[config.mk]
export PLATFORM = sky130hd
export DESIGN_NAME = rt_ibex_hws_inject_port
export DESIGN_NICKNAME = d
export VERILOG_FILES = /design/src/rtl/rt_ibex_hws_inject_port.sv
export SDC_FILE = /design/constraint.sdc
export NUM_CORES = 1
export LEC_CHECK = 0
export CORE_ASPECT_RATIO = 2
export CORE_UTILIZATION = 38
export CTS_CLUSTER_DIAMETER = 150
export CTS_CLUSTER_SIZE = 10
export DETAILED_ROUTE_END_ITERATION = 8
export HOLD_SLACK_MARGIN = 0.1
export PLACE_DENSITY = 0.86
export SKIP_LAST_GASP = 1
export SYNTH_ARGS = -nofsm -noshare
export SYNTH_HDL_FRONTEND = slang
export SYNTH_SLANG_ARGS = --single-unit
export TNS_END_PERCENT = 100
[constraint.sdc]
create_clock -name clk_i -period 2.5 [get_ports clk_i]
set_clock_uncertainty 0.15 [all_clocks]
set_input_delay 0.375 -clock clk_i [delete_from_list [all_inputs] [get_ports clk_i]]
set_output_delay 0.375 -clock clk_i [all_outputs]
set_load 0.005 [all_outputs]
[src/rtl/rt_ibex_hws_inject_port.sv]
// ID-stage injection port: merges stacker-injected instructions into the IF->ID stream,
// parking one fetched instruction during a sequence. Define RT_IBEX_HWS_INJECT_CHECK_EN for the count check.
module rt_ibex_hws_inject_port #(
  parameter int unsigned HwsInstrCount = 10
) (
  input  logic        clk_i,
  input  logic        rst_ni,
  input  logic        if_instr_valid_i,
  input  logic [31:0] if_instr_rdata_i,
  input  logic        if_instr_is_compressed_i,
  output logic        if_instr_ready_o,
  input  logic        hws_instr_valid_i,
  input  logic [31:0] hws_instr_rdata_i,
  input  logic        hws_done_i,
  output logic        hws_in_ready_o,
  output logic        hws_ack_o,
  input  logic        flush_i,
  input  logic        id_ready_i,
  output logic        id_instr_valid_o,
  output logic [31:0] id_instr_rdata_o,
  output logic        id_instr_is_compressed_o,
  output logic        id_instr_is_hws_o,
  output logic        count_err_o
);

  typedef enum logic [1:0] {IDLE, INJECT, ACK, REPLAY} state_e;

  state_e      state_q, state_d;
  logic        hold_valid_q, hold_valid_d;
  logic [31:0] hold_rdata_q, hold_rdata_d;
  logic        hold_c_q, hold_c_d;

  logic        cnt_clear, cnt_inc, cnt_check;
  logic        id_valid, id_c, id_hws, if_ready, hws_ready, ack;
  logic [31:0] id_rdata;

  always_ff @(posedge clk_i or negedge rst_ni) begin
    if (!rst_ni) begin
      state_q      <= IDLE;
      hold_valid_q <= 1'b0;
    end else begin
      // NOTE: sequential state uses non-blocking assignments so every flop samples pre-edge values.
      state_q      <= state_d;
      hold_valid_q <= hold_valid_d;
    end
  end

  // NOTE: the hold payload is deliberately not reset; it is only ever observed qualified by hold_valid_q.
  always_ff @(posedge clk_i) begin
    hold_rdata_q <= hold_rdata_d;
    hold_c_q     <= hold_c_d;
  end

  always_comb begin
    // NOTE: every output of this block gets a default first, so no path can infer a latch.
    state_d      = state_q;
    hold_valid_d = hold_valid_q;
    hold_rdata_d = hold_rdata_q;
    hold_c_d     = hold_c_q;
    id_valid     = 1'b0;
    id_rdata     = 32'h0;
    id_c         = 1'b0;
    id_hws       = 1'b0;
    if_ready     = 1'b0;
    hws_ready    = 1'b0;
    ack          = 1'b0;
    cnt_clear    = 1'b0;
    cnt_inc      = 1'b0;
    cnt_check    = 1'b0;

    unique case (state_q)
      IDLE: begin
        if (hws_instr_valid_i && !flush_i) begin
          // Injection wins; a fetch arriving in the same cycle is parked for replay.
          id_valid  = 1'b1;
          id_rdata  = hws_instr_rdata_i;
          id_hws    = 1'b1;
          hws_ready = id_ready_i;
          cnt_clear = 1'b1;
          cnt_inc   = id_ready_i;
          state_d   = INJECT;
          if (if_instr_valid_i) begin
            hold_valid_d = 1'b1;
            hold_rdata_d = if_instr_rdata_i;
            hold_c_d     = if_instr_is_compressed_i;
            if_ready     = 1'b1;
          end
        end else begin
          id_valid = if_instr_valid_i;
          id_rdata = if_instr_rdata_i;
          id_c     = if_instr_is_compressed_i;
          if_ready = id_ready_i;
          if (flush_i) hold_valid_d = 1'b0;
        end
      end
      INJECT: begin
        // Flush is ignored here: a stacking sequence is atomic.
        id_valid  = hws_instr_valid_i;
        id_rdata  = hws_instr_rdata_i;
        id_hws    = 1'b1;
        hws_ready = hws_instr_valid_i & id_ready_i;
        cnt_inc   = hws_ready;
        if (hws_done_i && !hws_instr_valid_i) state_d = ACK;
      end
      ACK: begin
        ack       = 1'b1;
        cnt_check = 1'b1;
        state_d   = hold_valid_q ? REPLAY : IDLE;
      end
      REPLAY: begin
        id_valid = hold_valid_q;
        id_rdata = hold_rdata_q;
        id_c     = hold_c_q;
        if (flush_i || id_ready_i) begin
          hold_valid_d = 1'b0;
          state_d      = IDLE;
        end
      end
      default: state_d = IDLE;
    endcase
  end

`ifdef RT_IBEX_HWS_INJECT_CHECK_EN
  logic [3:0] cnt_q, cnt_d;
  logic       err_q, err_d;

  always_comb begin
    cnt_d = cnt_q;
    err_d = err_q;
    if (cnt_clear) begin
      cnt_d = {3'b000, cnt_inc};
      err_d = 1'b0;
    end else if (cnt_inc && (cnt_q != 4'hF)) begin
      cnt_d = cnt_q + 4'd1;
    end
    if (cnt_check && (32'(cnt_q) != HwsInstrCount)) err_d = 1'b1;
  end

  always_ff @(posedge clk_i or negedge rst_ni) begin
    if (!rst_ni) begin
      cnt_q <= 4'h0;
      err_q <= 1'b0;
    end else begin
      cnt_q <= cnt_d;
      err_q <= err_d;
    end
  end

  assign count_err_o = err_q;
`else
  logic unused_cfg;
  assign unused_cfg  = ^{cnt_clear, cnt_inc, cnt_check, HwsInstrCount};
  assign count_err_o = 1'b0;
`endif

  // Outputs are forced low while reset is asserted, independent of the live inputs.
  assign id_instr_valid_o         = rst_ni & id_valid;
  assign id_instr_rdata_o         = {32{rst_ni}} & id_rdata;
  assign id_instr_is_compressed_o = rst_ni & id_c;
  assign id_instr_is_hws_o        = rst_ni & id_hws;
  assign if_instr_ready_o         = rst_ni & if_ready;
  assign hws_in_ready_o           = rst_ni & hws_ready;
  assign hws_ack_o                = rst_ni & ack;

endmodule

# Word level (Yosys, flattened, before mapping)
# Cells that the tools add are included.
# op_classes
add_sub_neg	0
mul	0
n_div	0
order_cmp	0
n_eq_ne	8
shift	0
muxes	24
bitwise_logic	8
reduce_logical	10
# ops
cell	count
one-hot mux 32 bit (3 select lines)	1
AND 32 bit	1
2-to-1 mux 32 bit	1
2-to-1 mux 1 bit	12
2-to-1 mux 2 bit	4
one-hot mux 1 bit (2 select lines)	4
one-hot mux 2 bit (4 select lines)	1
AND 1 bit	7
!= test 2 bit (second input constant)	3
!= test 3 bit (second input constant)	2
AND reduction 3 bit	2
== test 2 bit (second input constant)	2
AND reduction 4 bit	1
one-hot mux 1 bit (3 select lines)	1
== test 2 x 1 -> 1 bit (second input constant)	1
logical AND 1 bit	2
zero test 1 bit	2
zero test 2 bit	1
nonzero test 2 bit	1
logical OR 1 bit	1
# totals
ff_bits	36
latchBits	0
mem_bits_rw	0
rom_bits	0
in_bits	72
output_inout_bits	39
memories	0

# Longest topological paths before layout
# logic_depth
word_depth	5
depth_mapped	7
ltp_nobuf	6

# Least setup slack after synthesis
# No wires, ideal clock.
# synth_path
path_kind	register -> register
from	register state_q[0]
to	register hold_c_q (enable)
setup_time_ps	393
t_arrival_ps	1673
path_slack_ps	284
path_stages_with_launch	4
n_path_buf	0
cell_sequence	dfrtp_1 > inv_1 > ha_1 > and3_1
# synth_via
elab_chain_len	2
# synth_lines
item	line	text
start: declaration	28	state_e state_q, state_d;
start signal: assignment	43	state_q <= state_d;
zero test 2 bit	71	unique case (state_q)
AND reduction 3 bit (no source line)	n/a	
end signal: assignment	51	hold_c_q <= hold_c_d;
end: declaration	31	logic hold_c_q, hold_c_d;
# Every way passes these cells.
# A chain may end at the register's enable or synchronous reset.

# Worst setup path in the final report
# layout_path
from	register state_q[0]
to	output port id_instr_rdata_o[26]
# layout_via
elab_chain_len	3
# layout_lines
item	line	text
== test 2 bit, or another cell as far along	71	
one-hot mux 32 bit (3 select lines) *	71	
AND 32 bit *	158	assign id_instr_rdata_o = {32{rst_ni}} & id_rdata;
end: declaration	20	output logic [31:0] id_instr_rdata_o,
# Every way passes the cells marked *; elsewhere a longest branch is shown, timed or not.

==> results.yml <==
setup_path:
  cp-start-kind: "flip-flop"
  worstPathArrival_ns: 2.04
  critPathTopFamily: "compound AO/OA/AOI/OAI gates"
  cp.required_ns: 1.98
  crit_chain: "buf_6 > ha_2 > a21o_4 > buf_12 > a222oi_1 > nor2_1 > clkdlybuf4s15_1"
  path_buf_inv: 3
  rrSetupSlack_ns: 0.61
  cp-end-kind: "output port"
  cp_max_fo: 13
  crit_path_top_delay_cell: "dfrtp_1"
  crit_type: "flip-flop to output port"
  slowest_delay_ns: 0.43
yosys:
  ys_seq_elements: 36
  synth_compound_area_share_pct: 22.43
  synth_top_family_by_area: "compound AO/OA/AOI/OAI gates"
  synth.net_count: 244
  synth-xor-area-share_pct: 0
  synth_area_um2: 1969
  syn_avg_cell_area_um2: 11.94
  synth_cell_types: 30
  yosys.area_share.adder_pct: 4.447
  ys_seq_area_share_pct: 54.13
  synthMuxAreaShare_pct: 0
  ys_warn_count: 0
  synth_cells: 165
  synth-simple-area-share_pct: 12.71
power_and_ir_drop:
  p_int_uw: 1784
  peakVddDrop_uv: 662.9
  power_density_nw_per_um2: 880.3
  power.leakage_uw: 0.001293
  pwr-share-comb_pct: 59.9
  p_total_uw: 2844
  seq_power_share_pct: 26.4
  p_sw_uw: 1060
  power.share.clock_pct: 13.7
  p_sw_share_pct: 37.25
routing:
  wl_per_cell_um: 18.01
  met2_length_um: 3677
  drt_iter0_drc: 186
  wl_um: 6231
  dr.max_layer_used: "met4"
  met1_length_um: 2077
  vias: 1986
  dr.pass1.iters: 8
  routed-wl-met3_um: 335
  via_per_inst: 5.740
  ant_nets: 0
  post-route-drc-count: 0
floorplan:
  io-pin-count: 111
  core_area_um2: 4910
  initial_core_util_pct: 40.11
  fp-row-count: 36
  die_w_um: 52.91
  die_area_um2: 5492
  die_y_um: 103.8
cts:
  cts_tree: "built"
  cts_buffers: 5
  clkTransAtPathRegs_ns: 0.07
  ctsRootBufferMaster: "clkbuf_8"
  htreeDepth: 2
  clkSinkCount: 36
  cts_hold_buf: 0
  cts_buffer_depth: 2
  clk_latency_ns: 0.28
final_layout:
  seqCellArea_um2: 1066
  syn_to_final_growth_pct: 64.04
  final_area_um2: 3231
  nets: 367
  fillCellCount: 387
  drive_above_1_share_pct: 22.84
  multi_input_comb_area_um2: 822.0
  antenna_cells: 0
global_routing:
  grt_max_degree: 28
  grt_pass1_vias: 1946
  grtUsageTotal_pct: 22.55
  antenna_found_initial: 0
  grt_pass1_wl_um: 9232
  grt-ovfl-total: 0
hold_path:
  hold_class: "input port to asynchronous set/reset pin"
placed_design:
  finalWeightedCongestion: 0.8824
  dp_slack_ns: -0.3202
  hpwlAfterDp_um: 4581
  port_buffers: 109
  placed_area_um2: 3211
sta:
  setup_ws_ns: -0.06456
  setup_viol: 5
  max_freq_ghz: 0.3899
  rsz0062_at_grt: "yes"
  hold_ws_ns: 0.3283
  finalCriticalPeriod_ns: 2.565
  slew_violations: 0
  finalCritPeriodShare_pct: 102.6
  finalHoldViolations: 0
  fin_tns_setup_ns: -0.1947
status:
  violations: "negative setup slack"
  status: "complete, but fails checks"
run:
  drv_cap: 0
## through the flow
step / util [%] / std cells
final: 65.80 / 346
after global routing: 65.80 / 346
after CTS: 66.97 / 345
after detailed placement: 65.39 / 335
after global placement: 65.39 / 335
after floorplan: - / 165
## what timing repair did
item | in CTS | in global routing
resized for setup | 43 | 61
setup buffers | 2 | 0
pin swaps | 28 | 39
gates cloned | 0 | 1
setup endpoints to repair | 36 | 36
## power by group through the flow
stage	registers (uW)	clock network [uW]	logic, uW
after floorplan	764	0	936
after global placement	759	0	1710
after detailed placement	761	0	1750
after CTS	745	407	1670
after global routing	754	430	1840
final	750	390	1700
## final timing paths
path                             from              endpoint  depth (start not counted)
min reg2reg                state_q[1]            state_q[1]                          2
max reg2reg                state_q[0]      hold_rdata_q[18]                          6
max                        state_q[0]  id_instr_rdata_o[26]                          7
max in group asynchronous      rst_ni          hold_valid_q                          2
min                            rst_ni            state_q[0]                          2
min in group clk_i         state_q[1]            state_q[1]                          2
## cell type report
class                           count  area share, %
Clock buffer                        6          2.246
Sequential cell                    36          33.00
Inverter                            3         0.3486
Timing Repair Buffer              132          36.41
Multi-Input combinational cell    110          25.45
Tap cell                           57          2.208
Clock inverter                      2         0.3486
## worst reg2reg max path, delay by kind of cell (launching register included)
family	cells	cell delay [ns]
buf+inv	4	0.62
flops	1	0.43
fa+ha+maj	1	0.18
simple gates	1	0.18
## registers in the layout, indices dropped and copies added (netlist names)
register and flops:
state_q 2, hold_rdata_q 32, hold_valid_q 1, hold_c_q 1
## cells in the mapped netlist, drive strengths merged
library cell,number,area [um2]
clkbuf,7,26.28
a31oi,1,6.260
o211a,1,10.01
a32oi,1,8.760
nor3b,2,15.01
edfxtp,33,991.0
a21o,1,15.01
and3,1,6.260
nor2b,1,13.76
o22ai,1,6.260
inv,3,11.26
conb,1,3.750
a222oi,32,320.3
o21ai,2,10.01
ha,7,87.58
nand2,5,18.77
a221oi,1,15.01
and2,2,12.51
a22oi,1,7.510
o31ai,1,7.510
dfrtp,3,75.07
a21oi,7,35.03
nand2b,6,47.54
buf,9,82.57
nand3,1,5.000
nor2,35,131.4
## cells by family after synthesis
logic type | Yosys count
buffers and inverters | 19
DFF | 36
other | 1
adders and majority gates | 7
and+or+nand+nor | 53
AOI/OAI and AO/OA | 49
## layout by cell type (no fill, tap or decap), drive strengths merged, types with 2 or more instances in the layout
cell type | synthesis | final
a21oi | 7 | 7
a222oi | 32 | 32
and2 | 2 | 2
buf | 9 | 24
clkbuf | 7 | 31
clkdlybuf4s15 | 0 | 2
clkdlybuf4s50 | 0 | 72
dfrtp | 3 | 3
dlygate4sd2 | 0 | 7
dlymetal6s2s | 0 | 2
edfxtp | 33 | 33
ha | 7 | 7
inv | 3 | 3
nand2 | 5 | 5
nand2b | 6 | 6
nor2 | 35 | 35
nor3b | 2 | 2
o21ai | 2 | 2
## routing by layer
layer,vias up,track usage (%)
met5,-,0
met4,0,9.586
li1,921,-
met1,973,23.34
met3,12,3.818
met2,80,41.41
Power figures use the tool's default switching activity.
